### src/rtl/mem_stage_hs.sv
// rtl/mem_stage_hs.sv - handshaked memory pipeline stage (optional MEM_STAGE_MISALIGN_TRAP_EN)
module mem_stage_hs #(
  parameter int DW      = 32,
  parameter int AW      = 32,
  parameter int RW      = 5,
  parameter int TIMEOUT = 255
) (
  input  logic              clk,
  input  logic              reset,
  input  logic              valid_in,
  output logic              ready_out,
  input  logic [7:0]        bundle_in,
  input  logic [AW-1:0]     address_in,
  input  logic [DW-1:0]     store_data_in,
  input  logic [RW-1:0]     write_reg_in,
  input  logic [AW-1:0]     pc_seq_in,
  output logic              valid_out,
  output logic [DW-1:0]     result_out,
  output logic [RW-1:0]     write_reg_out,
  output logic [1:0]        bundle_out,
  output logic [AW-1:0]     pc_seq_out,
  output logic              err_out,
  output logic              mem_req,
  output logic              mem_we,
  output logic [AW-1:0]     mem_addr,
  output logic [DW-1:0]     mem_wdata,
  output logic [DW/8-1:0]   mem_be,
  input  logic              mem_ack,
  input  logic [DW-1:0]     mem_rdata
);

  localparam int BW = DW / 8;
  localparam int OW = $clog2(BW);
  localparam int CW = (TIMEOUT > 0) ? $clog2(TIMEOUT + 1) : 1;

  typedef enum logic {IDLE = 1'b0, REQ = 1'b1} state_t;

  state_t state, state_next;

  // captured op context, held for the duration of the request
  logic [1:0]    lsz_q;
  logic          sign_q;
  logic          sel_q;
  logic [OW-1:0] aoff_q;
  logic [AW-1:0] addr_q;
  logic [RW-1:0] wreg_q;
  logic [1:0]    pass_q;
  logic [AW-1:0] pc_q;
  logic [CW-1:0] wait_cnt;

  // decode of the incoming op
  logic          in_mem_op;
  logic [1:0]    in_lsz;
  logic [OW-1:0] in_off;
  logic [OW-1:0] size_mask;
  logic [OW-1:0] in_aoff;
  logic [BW-1:0] in_be;
  logic [DW-1:0] in_wdata;
  logic          trap;
  logic          accept;
  logic          timeout_hit;

  // load extraction at completion
  logic [63:0]   lane;
  logic [63:0]   ext;
  logic [DW-1:0] load_val;

  // decode size, lane offset, byte enables and replicated store data of the incoming op
  always_comb begin
    in_mem_op = bundle_in[3] | bundle_in[2];
    in_lsz    = (bundle_in[5:4] == 2'b11 && DW == 32) ? 2'b10 : bundle_in[5:4];
    in_off    = address_in[OW-1:0];
    case (in_lsz)
      2'd0:    size_mask = '0;
      2'd1:    size_mask = OW'(1);
      2'd2:    size_mask = OW'(3);
      default: size_mask = OW'(7);
    endcase
    in_aoff = in_off & ~size_mask;
    case (in_lsz)
      2'd0:    in_be = BW'(1) << in_aoff;
      2'd1:    in_be = BW'(3) << in_aoff;
      2'd2:    in_be = BW'(15) << in_aoff;
      default: in_be = '1;
    endcase
    case (in_lsz)
      2'd0:    in_wdata = {BW{store_data_in[7:0]}};
      2'd1:    in_wdata = {(DW/16){store_data_in[15:0]}};
      2'd2:    in_wdata = {(DW/32){store_data_in[31:0]}};
      default: in_wdata = store_data_in;
    endcase
  end

`ifdef MEM_STAGE_MISALIGN_TRAP_EN
  logic misaligned;
  assign misaligned = |(in_off & size_mask);
  assign trap       = in_mem_op & misaligned;
`else
  assign trap = 1'b0;
`endif

  assign accept      = (state == IDLE) && valid_in;
  assign timeout_hit = (TIMEOUT != 0) && (wait_cnt == CW'(TIMEOUT - 1)) && !mem_ack;

  // select the addressed lane of the read data and extend it to the data width
  always_comb begin
    lane = 64'(mem_rdata >> {aoff_q, 3'b000});
    case (lsz_q)
      2'd0:    ext = sign_q ? {{56{lane[7]}},  lane[7:0]}  : {56'd0, lane[7:0]};
      2'd1:    ext = sign_q ? {{48{lane[15]}}, lane[15:0]} : {48'd0, lane[15:0]};
      2'd2:    ext = sign_q ? {{32{lane[31]}}, lane[31:0]} : {32'd0, lane[31:0]};
      default: ext = lane;
    endcase
    load_val = ext[DW-1:0];
  end

  // state register
  always_ff @(posedge clk or negedge reset) begin
    if (!reset) state <= IDLE;
    else        state <= state_next;
  end

  // next state: one request in flight, released by ack or timeout
  always_comb begin
    state_next = state;
    case (state)
      IDLE:    if (valid_in && in_mem_op && !trap) state_next = REQ;
      REQ:     if (mem_ack || timeout_hit) state_next = IDLE;
      default: state_next = IDLE;
    endcase
  end

  // handshake outputs decoded from state
  always_comb begin
    ready_out = (state == IDLE);
    mem_req   = (state == REQ);
  end

  // capture the op, drive the memory port registers and produce results
  always_ff @(posedge clk or negedge reset) begin
    if (!reset) begin
      lsz_q         <= '0;
      sign_q        <= 1'b0;
      sel_q         <= 1'b0;
      aoff_q        <= '0;
      addr_q        <= '0;
      wreg_q        <= '0;
      pass_q        <= '0;
      pc_q          <= '0;
      wait_cnt      <= '0;
      mem_we        <= 1'b0;
      mem_addr      <= '0;
      mem_wdata     <= '0;
      mem_be        <= '0;
      valid_out     <= 1'b0;
      result_out    <= '0;
      write_reg_out <= '0;
      bundle_out    <= '0;
      pc_seq_out    <= '0;
      err_out       <= 1'b0;
    end else begin
      valid_out <= 1'b0;
      if (accept) begin
        lsz_q  <= in_lsz;
        sign_q <= bundle_in[6];
        sel_q  <= bundle_in[7];
        aoff_q <= in_aoff;
        addr_q <= address_in;
        wreg_q <= write_reg_in;
        pass_q <= bundle_in[1:0];
        pc_q   <= pc_seq_in;
        if (in_mem_op && !trap) begin
          wait_cnt  <= '0;
          mem_we    <= bundle_in[3];
          mem_addr  <= {address_in[AW-1:OW], {OW{1'b0}}};
          mem_wdata <= in_wdata;
          mem_be    <= in_be;
        end else begin
          valid_out     <= 1'b1;
          result_out    <= DW'(address_in);
          err_out       <= trap;
          write_reg_out <= write_reg_in;
          bundle_out    <= bundle_in[1:0];
          pc_seq_out    <= pc_seq_in;
        end
      end else if (state == REQ) begin
        if (mem_ack || timeout_hit) begin
          valid_out     <= 1'b1;
          write_reg_out <= wreg_q;
          bundle_out    <= pass_q;
          pc_seq_out    <= pc_q;
          if (mem_ack) begin
            result_out <= sel_q ? load_val : DW'(addr_q);
            err_out    <= 1'b0;
          end else begin
            result_out <= '0;
            err_out    <= 1'b1;
          end
        end else begin
          wait_cnt <= wait_cnt + CW'(1);
        end
      end
    end
  end

endmodule
### config.mk
export PLATFORM = sky130hd
export DESIGN_NAME = mem_stage_hs
export DESIGN_NICKNAME = d
export VERILOG_FILES = /design/src/rtl/mem_stage_hs.sv
export SDC_FILE = /design/constraint.sdc
export NUM_CORES = 1
export LEC_CHECK = 0
export BUFFER_PORTS_ARGS = -buffer_cell sky130_fd_sc_hd__buf_2
export CORE_UTILIZATION = 40
export CTS_BUF_LIST = sky130_fd_sc_hd__clkbuf_16
export DETAILED_ROUTE_END_ITERATION = 8
export GPL_TIMING_DRIVEN = 0
export HOLD_SLACK_MARGIN = 0.1
export PLACE_DENSITY_LB_ADDON = 0.15
export RECOVER_POWER = 25
export SLEW_MARGIN = 20
export SYNTH_ARGS = -nofsm -noshare
export SYNTH_HDL_FRONTEND = slang
export SYNTH_SLANG_ARGS = --single-unit
### constraint.sdc
create_clock -name clk -period 3.1 [get_ports clk]
set_input_delay 0.155 -clock clk [delete_from_list [all_inputs] [get_ports clk]]
set_output_delay 0.155 -clock clk [all_outputs]
set_load 0.005 [all_outputs]
[Yosys cells after proc, flatten, opt, wreduce, memory -nomap -nowiden]
Cells that the tools add are included.
Widths: inputs -> output; s select.
Cells by class
  multiplexer cells: 41
  equality and inequality tests: 9
  shift-type cells: 4
  bitwise operators: 4
  reduce and logical (&&, ||, !) cells: 12
  $add $sub $neg: 1
Operators by type and width (count)
  $mux 32: 12
  $pmux 32 s3: 1
  $pmux 32 s2: 1
  $mux 8: 4
  $shr 32x5->32: 1
  $mux 5: 4
  $pmux 4 s3: 1
  $mux 1: 11
  $mux 2: 5
  $add 8x1->8 const B: 1
  $eq 8x8->1 const B: 1
  $eq 2x2->1 const B: 3
  $ne 2x2->1 const B: 3
  $reduce_and 3->1: 2
  $eq 2x1->1 const B: 2
  $logic_not 2->1: 2
  $pmux 2 s2: 1
  $reduce_bool 2->1: 2
  $shl 1x2->4 const A: 1
  $shl 2x2->4 const A: 1
  $shl 4x2->4 const A: 1
  $logic_and 1x1->1: 3
  $and 2x2->2: 1
  $not 2->2: 1
  other kinds (6): 6
Storage, ports and cells
  word-level logic and storage cells: 91
  output and inout bits: 144
  bits of input ports: 145
  register bits: 226

[Longest topological paths before layout]
Gate-level depths: netlist (run 1).
  depth in word-level cells: 8
  mapped depth: 10
  gate-level depth less buffers: 7

[Least setup slack after synthesis (run 1)]
OpenSTA, ideal clock, no wires.
  path kind: register to register
  from: register state (netlist: mem_req)
  to: register result_out[0]
  setup slack: 1327 ps
  setup time: 130 ps
  cell stages (with the launch flop): 8
  path buffers: 3
  data arrival time: 1643 ps
  cell sequence: dfrtp_1 -> or4b_1 -> o211a_1 -> buf_6 -> inv_2 -> buf_6 -> buf_2 -> a31oi_1
On the way
  longest elaborated chain between the ends: 4
  elaborated cells between the ends (all ways): 7
  those cells by class: eq/ne (1); mux (1); bitwise (1); reduce/logical (4)
RTL lines
  start, declared: RTL line 38  | state_t state, state_next;
  start signal, assigned: RTL line 120  | else state <= state_next;
  $not 1->1
  $logic_and 1x1->1: RTL line 102  | assign accept = (state == IDLE) && valid_in;
  $ne 2x2->1 (no line) / $reduce_bool 2->1 (equally long branches)
  $reduce_and 3->1 (no line)
  end signal, assigned: RTL line 180  | result_out <= DW'(address_in);
  end signal, assigned: RTL line 193  | result_out <= sel_q ? load_val : DW'(addr_q);
  end, declared: RTL line 18  | output logic [DW-1:0] result_out,
Several ways; a longest one is shown, not always the timed one.
A chain may end at the register's enable or synchronous reset.

[Worst setup path in the final report (run 1)]
  from: register state (netlist: mem_req)
  to: register mem_we
On the way
  longest elaborated chain between the ends: 3
RTL lines
  $not 1->1
  $logic_and 1x1->1: RTL line 102
  $reduce_and 2->1 (no line)
  end signal, assigned: RTL line 174  | mem_we <= bundle_in[3];
  end, declared: RTL line 24  | output logic mem_we,
Every way passes these cells.

==> metrics.md, run 1 <==
| Metric | Value |
|---|---|
| Synth Register Bits | `226` |
| Initial DRT Pass Iterations | `4` |
| R2r startpoint | `mem_req$_DFF_PN0_` |
| Core Box Area | `24,400 µm²` |
| Hold Path Cell Cnt | `4` |
| Flop pwr share | `0.436` |
| DR vias | `9,089` |
| Flip-flop and latch area | `5660 µm²` |
| Wire per inst | `17.3 µm` |
| Final wirelength | `31,400 µm` |
| Fill cell count | `2,251` |
| Fmax | `0.344 GHz` |
| Residual DRC | `0` |
| Met3 wire length | `1640 µm` |
| Total Power | `0.00930 W` |
| Slew headroom | `-0.00623` |
| Yosys cell types | `43` |
| Slowest cell on the critical path | `dlygate4sd3_1` |
| Synth-to-layout area growth | `38.0%` |
| Global route overflow | `0` |
| Fin crit share | `0.937` |
| Cell with the most instances after synthesis | `nand2_1` |
| Mapped Avg Cell Area | `9.55 µm²` |
| Startpoint types | `flip-flop` |
| Final worst slack | `0.195 ns` |
| Vias in the first global route | `9,239` |
| Worst hold margin | `0.135 ns` |
| Dpl ws | `0.623 ns` |
| Synth top area share | `0.566` |
| Post-synth EDFFs | `0` |
| Largest net degree at the start of global routing | `95` |
| Rows | `57` |
| Non-filler cells, final | `1,821` |
| Syn Std Cell Area | `9990 µm²` |
| Primary FF master, synth | `dfrtp_1` |
| Synth warn | `0` |
| Net switching power | `0.00295 W` |
| Die width | `160 µm` |
| Die height | `160 µm` |
| Leak pwr | `6.69 nW` |
| Worst-margin pin slew | `1.51 ns` |
| CTS buffer count | `25` |
| Setup Fix Bufs, Post-CTS | `0` |
| GRT Overall Usage | `0.246` |
| Clock Tree Buf Depth | `3` |
| Post-synthesis instance total | `1,046` |
| Clock share of power | `0.297` |
| Top cell by count, worst path | `clkbuf_1` |
| Sequential share of the synthesized area | `0.566` |
| Reg-to-reg endpoint | `mem_we$_DFFE_PN0P_` |
| ANT nets after route | `0` |
| Outcome | `finished with violations` |
| DRT iter0 DRCs | `570` |
| Worst-path cell chain | `nor2b_1 > clkbuf_1 > clkbuf_1 > buf_1 > a22o_1 > dlygate4sd3_1` |
| Internal power | `0.00635 W` |
| Final net count | `1,623` |
| Post-detail-place hpwl | `22,000 µm` |
| RSZ-0062 raised after global routing | `no` |
| Top post-synthesis cells by count | `nand2_1 (266), dfrtp_1 (226), nor2_1 (154)` |
| WS Path Type | `flip-flop to flip-flop` |
| Max stage delay on crit path | `0.55 ns` |
| Sw frac | `0.317` |
| Highest metal used | `met5` |
| Final Hold Vio Count | `0` |
| H-tree level count | `1` |
| Fraction of registers with async set/reset | `1.00` |
| Hold WC Path Type | `input pin to flip-flop` |
| Die ar. | `25,600 µm²` |
| First-pass GRT wire length | `50,300 µm` |
| Num Clock Sinks | `226` |
| Fin crit period | `2.91 ns` |
| Comb pwr share | `0.266` |
| Hold Crit Start | `mem_rdata[19]` |
| Crit end category | `flip-flop` |
| Antenna violations before repair | `3` |
| Final Skew | `0.0148 ns` |
| Max cap viols | `1` |
| Failing checks | `capacitance limit, slew limit` |
| Synth top area cells | `dfrtp_1 (57%), nand2_1 (10%), nor2_1 (5.8%)` |
| Clock-pin transition on the worst setup and hold timing paths | `0.06 ns` |
| Share of cells above drive strength 1 | `0.266` |
| Met2 routed WL | `14,400 µm` |
| Starting Density | `0.410` |
| Wire length on met1 | `14,600 µm` |
| CTS tree | `yes` |
| Worst path required time | `3.56 ns` |
| Critical path fanouts, max | `10` |
| Power Density | `674 nW/µm²` |
| Inst Count DP | `1,658` |
| Hold EP | `result_out[11]$_DFFE_PN0P_` |
| Post-synth top area cell | `dfrtp_1` |
| Gpl congestion | `0.839` |
| Multi-input logic area | `3940 µm²` |
| Final setup fails | `0` |
| Skew-Pair Late Insertion Delay | `0.53 ns` |
| Io pins | `289` |
| Root Buffer | `clkbuf_16` |
| TNS Setup | `0 ns` |
| IO buf count | `285` |
| Max Transition Viols Final | `55` |
| Drt via density | `4.99` |
| R2R cell count | `6` |
| Crit path DAT | `3.36 ns` |
| Peak supply drop | `401 µV` |
| Crit path from | `mem_req$_DFF_PN0_` |
| Worst reg-to-reg setup slack | `0.19 ns` |
[cells in the final DEF (no fill, tap or decap), drive strengths merged, types with 3 or more instances in the layout]
cell,count
o2111ai,8
nor2b,4
mux2i,43
nand2,266
nand2b,5
nand3,7
o2bb2ai,7
o211a,3
clkbuf,72
inv,21
buf,314
a22o,5
o221ai,10
nor2,155
mux2,46
dfrtp,226
o21ai,66
a31oi,9
o22ai,22
a21oi,43
clkinv,11
a32oi,9
nand4,3
dlygate4sd3,115
[cell families after synthesis]
| group | Yosys count | share of synthesized area |
|---|---|---|
| AOI/OAI and AO/OA | 186 | 0.115 |
| and+or+nand+nor | 452 | 0.178 |
| DFF | 226 | 0.566 |
| muxes | 90 | 0.0972 |
| buffers and inverters | 88 | 0.0401 |
| adders and majority gates | 2 | 0.00250 |
| xor gates and xnor gates | 1 | 0.000877 |
| other | 1 | 0.000375 |
[what timing repair did]
item                       CTS  global route
gates resized for setup      0             1
hold endpoints to repair   346             0
hold buffers               115             0
setup endpoints to repair    0             1
[state kept, by name, summed over array words and instances, names as in the netlist, 5 cells and up]
signal / flops
addr_q: 32
mem_addr: 30
mem_wdata: 32
pc_q: 32
pc_seq_out: 32
result_out: 32
wait_cnt: 8
wreg_q: 5
write_reg_out: 5
[power by group through the flow]
stage / Sequential, W / Clock (W) / Combinational, W
after floorplan: 0.00411 / 0 / 0.00117
after global placement: 0.00407 / 0 / 0.00231
after detailed placement: 0.00410 / 0 / 0.00236
after CTS: 0.00405 / 0.00283 / 0.00249
after global routing: 0.00415 / 0.00296 / 0.00276
final: 0.00406 / 0.00277 / 0.00248
[how the worst max path moves through the flow]
| stage | end | slack, ns | depth (start not counted) |
|---|---|---|---|
| after floorplan | result_out[0]$_DFFE_PN0P_ | 1.33 | 7 |
| after global placement | mem_wdata[15]$_DFFE_PN0P_ | -2.26 | 1 |
| after detailed placement | mem_addr[22]$_DFFE_PN0P_ | 0.62 | 7 |
| after CTS | mem_we$_DFFE_PN0P_ | 0.08 | 7 |
| after global routing | mem_we$_DFFE_PN0P_ | 0.14 | 6 |
| final | mem_we$_DFFE_PN0P_ | 0.19 | 6 |
[per-stage QoR]
stage          utilization  instance area [µm²]
5_1_grt              0.565                13800
6_report             0.565                13800
3_5_place_dp         0.488                11900
3_3_place_gp         0.485                11800
2_1_floorplan            -                 9990
4_1_cts              0.566                13800
[final cells by class]
type	instances	area share
Tap cell	324	0.0294
Multi-Input combinational cell	733	0.286
Buffer	74	0.0253
Clock inverter	21	0.00926
Clock buffer	25	0.0454
Inverter	14	0.00381
Sequential cell	226	0.410
Timing Repair Buffer	402	0.191
Antenna cell	2	0.000363
[routing by layer]
layer | up-vias | global-route usage
li1 | 4388 | -
met1 | 4323 | 0.341
met2 | 316 | 0.398
met3 | 60 | 0.0377
met4 | 2 | 0.0766
met5 | - | 0
[worst max-delay path, delay by kind of cell (launching register included)]
kind	cells	cell delay, ns
DFF	1	0.48
AOI/OAI and AO/OA	1	0.24
and+or+nand+nor	1	0.14
buffers and inverters	4	1.98
Power figures use the tool's default switching activity.
==> run 2, diff against run 1 <==
--- a/config.mk
+++ b/config.mk
@@ -5,7 +5,7 @@
 export SDC_FILE = /design/constraint.sdc
 export NUM_CORES = 1
 export LEC_CHECK = 0
-export BUFFER_PORTS_ARGS = -buffer_cell sky130_fd_sc_hd__buf_2
+export BUFFER_PORTS_ARGS = -buffer_cell sky130_fd_sc_hd__buf_4
 export CORE_UTILIZATION = 40
 export CTS_BUF_LIST = sky130_fd_sc_hd__clkbuf_16
 export DETAILED_ROUTE_END_ITERATION = 8
==> run 2 against run 1 <==
The flow finishes with violations (capacitance limit). Design area is 5.1% higher. Clock power about the same. Sequential share of layout area shrank 2.0 points. Setup slack better by 0.033 ns. Maximum frequency is 1.1% higher. Largest cell class unchanged. Highest routed layer is now met4.
==> metrics.md, run 2 (synthesis results as in run 1) <==
| Metric | Value |
|---|---|
| Outcome | `finished with violations` |
| Failing checks | `capacitance limit` |
| Critical path fanouts, max | `10 (unchanged)` |
| Top delay family on crit path | `buffers and inverters` |
| Final setup fails | `0 (unchanged)` |
| Die ar. | `25,600 µm² (unchanged)` |
| Share of cells above drive strength 1 | `0.266 (+0.000669)` |
| RSZ-0062 raised after global routing | `no` |
| Hold WC Path Type | `input pin to flip-flop` |
| Leak pwr | `6.93 nW (+3.6%)` |
| Fin crit share | `0.927 (-0.0106)` |
| Final net count | `1,624 (+0.062%)` |
| Non-filler cells, final | `1,819 (-0.11%)` |
| Clock Tree Buf Depth | `3 (unchanged)` |
| Synth-to-layout area growth | `45.1%` |
| CTS buffer count | `25 (unchanged)` |
| Final worst slack | `0.228 ns (+0.0328 ns)` |
| Fin crit period | `2.87 ns (-0.0328 ns)` |
| # diodes | `0 (-2)` |
| Post-detail-place hpwl | `22,100 µm (+0.57%)` |
| Die height | `160 µm (unchanged)` |
| Fill cell count | `2,175 (-3.4%)` |
| Inst Count DP | `1,658 (unchanged)` |
| Worst-path cell chain | `nor2b_1 > clkbuf_1 > clkbuf_1 > buf_1 > a22o_1 > dlygate4sd3_1` |
| First-pass GRT wire length | `50,500 µm (+0.32%)` |
| Final wirelength | `31,700 µm (+0.77%)` |
| Max stage delay on crit path | `0.55 ns (about the same)` |
| Largest net degree at the start of global routing | `96 (+1.1%)` |
| DR vias | `9,132 (+0.47%)` |
| Setup Fix Bufs, Post-CTS | `0 (unchanged)` |
| Core Box Area | `24,400 µm² (unchanged)` |
| Num Clock Sinks | `226 (unchanged)` |
| Vias in the first global route | `9,227 (-0.13%)` |
| Fmax | `0.348 GHz (+1.1%)` |
| Slew headroom | `0.00150 (+0.00773)` |
| Residual DRC | `0 (unchanged)` |
| IO buf count | `285 (unchanged)` |
| Most frequent cells in the layout | `buf_4 (290), nand2_1 (266), dfrtp_1 (226)` |
| Max Transition Viols Final | `0 (-100%)` |
| Power Density | `664 nW/µm² (-1.5%)` |
| Clock-pin transition on the worst setup and hold timing paths | `0.06 ns (about the same)` |
| Placed Instance Area | `12,600 µm² (+6.0%)` |
| Total Power | `0.00963 W (+3.6%)` |
| Slowest cell on the critical path | `dlygate4sd3_1` |
| Max cap viols | `1 (unchanged)` |
| Final Hold Vio Count | `0 (unchanged)` |
| DRT iter0 DRCs | `601 (+5.4%)` |
| Wire per inst | `17.4 µm (+0.88%)` |
| Crit path DAT | `3.32 ns (-0.04 ns)` |
| Peak supply drop | `376 µV (-6.2%)` |
| WS Path Type | `flip-flop to flip-flop` |
| Dpl ws | `0.590 ns (-0.0332 ns)` |
| Worst-margin pin slew | `1.50 ns (-0.0116 ns)` |
| Antenna violations before repair | `0 (-3)` |
| Drt via density | `5.02 (+0.58%)` |
| Crit end category | `flip-flop` |
| Root Buffer | `clkbuf_16` |
| GRT Overall Usage | `0.247 (+0.000806)` |
| Finished Cell Area | `14,500 µm² (+5.1%)` |
| Rows | `57 (unchanged)` |
| Gpl congestion | `0.821 (-2.2%)` |
| Most common cell after layout, fill and taps aside | `buf_4` |
| Die width | `160 µm (unchanged)` |
| Starting Density | `0.410 (unchanged)` |
| TNS Setup | `0 ns (unchanged)` |
| Initial DRT Pass Iterations | `4 (unchanged)` |
| WP buf/inv | `4 (unchanged)` |
| Global route overflow | `0 (unchanged)` |
| H-tree level count | `1 (unchanged)` |
| ANT nets after route | `0 (unchanged)` |
| Skew-Pair Late Insertion Delay | `0.52 ns (about the same)` |
| Startpoint types | `flip-flop` |
| Top cell by count, worst path | `clkbuf_1` |
| Final Skew | `0.0192 ns (+0.00440 ns)` |
| Worst path required time | `3.55 ns (about the same)` |
| CTS tree | `yes` |
| Io pins | `289 (unchanged)` |
[run 2: changes by cell type in the layout (fill, tap and decap cells not counted), sizes merged]
cell / delta
dlygate4sd3: +1
clkbuf: -4
clkinv: +1
buf: +4
inv: -2
diode: -2
[run 2: power breakdown]
| group | internal (W) | leakage (nW) | switching (W) |
|---|---|---|---|
| clock network | 0.00154 | 0.382 | 0.00121 |
| registers | 0.00368 | 2.70 | 0.000404 |
| logic | 0.00144 | 3.85 | 0.00135 |
[run 2: per-layer routing]
metal	vias up	GRT usage	routed length, µm
met5	-	0	0
met4	0	0.0805	963
met3	65	0.0382	1770
met2	293	0.384	14300
met1	4401	0.353	14700
li1	4373	-	-
[run 2: final timing paths]
check	start	to	slack, ns	cells past startpoint
max in group asynchronous	reset	mem_wdata[21]$_DFFE_PN0P_	1.04	4
min reg2reg	addr_q[29]$_DFFE_PN0P_	addr_q[29]$_DFFE_PN0P_	0.47	2
max reg2reg	mem_req$_DFF_PN0_	mem_we$_DFFE_PN0P_	0.23	6
min in group asynchronous	reset	pc_q[14]$_DFFE_PN0P_	0.54	2
min	mem_rdata[19]	result_out[11]$_DFFE_PN0P_	0.12	4
max	mem_req$_DFF_PN0_	mem_we$_DFFE_PN0P_	0.23	6
[run 2: through the flow]
step                      hold WS, ns   util
after global placement          0.367  0.514
after global routing            0.154  0.594
after detailed placement        0.108  0.517
final                           0.122  0.594
after CTS                       0.110  0.595
after floorplan                -0.141      -
[run 2: cell type report]
type                       count  area [µm²]  area share
timing repair buffer         403        3350       0.231
inverter                      14        52.6     0.00363
tap                          324         405      0.0280
clock buffer                  25         626      0.0432
buffer                        74         349      0.0241
sequential                   226        5660       0.390
multi-input combinational    733        3940       0.272
clock inverter                20         116     0.00803
[run 2: timing repair]
item | CTS | global route
resized for setup | 0 | 1
hold endpoints to repair | 363 | 0
hold buffers | 116 | 0
setup endpoints to repair | 0 | 1
[run 2: worst reg2reg max path: stages (launching register included)]
cell,delay (ns)
dfrtp_1,0.48
nor2b_1,0.14
clkbuf_1,0.35
clkbuf_1,0.50
buf_1,0.54
a22o_1,0.24
dlygate4sd3_1,0.55
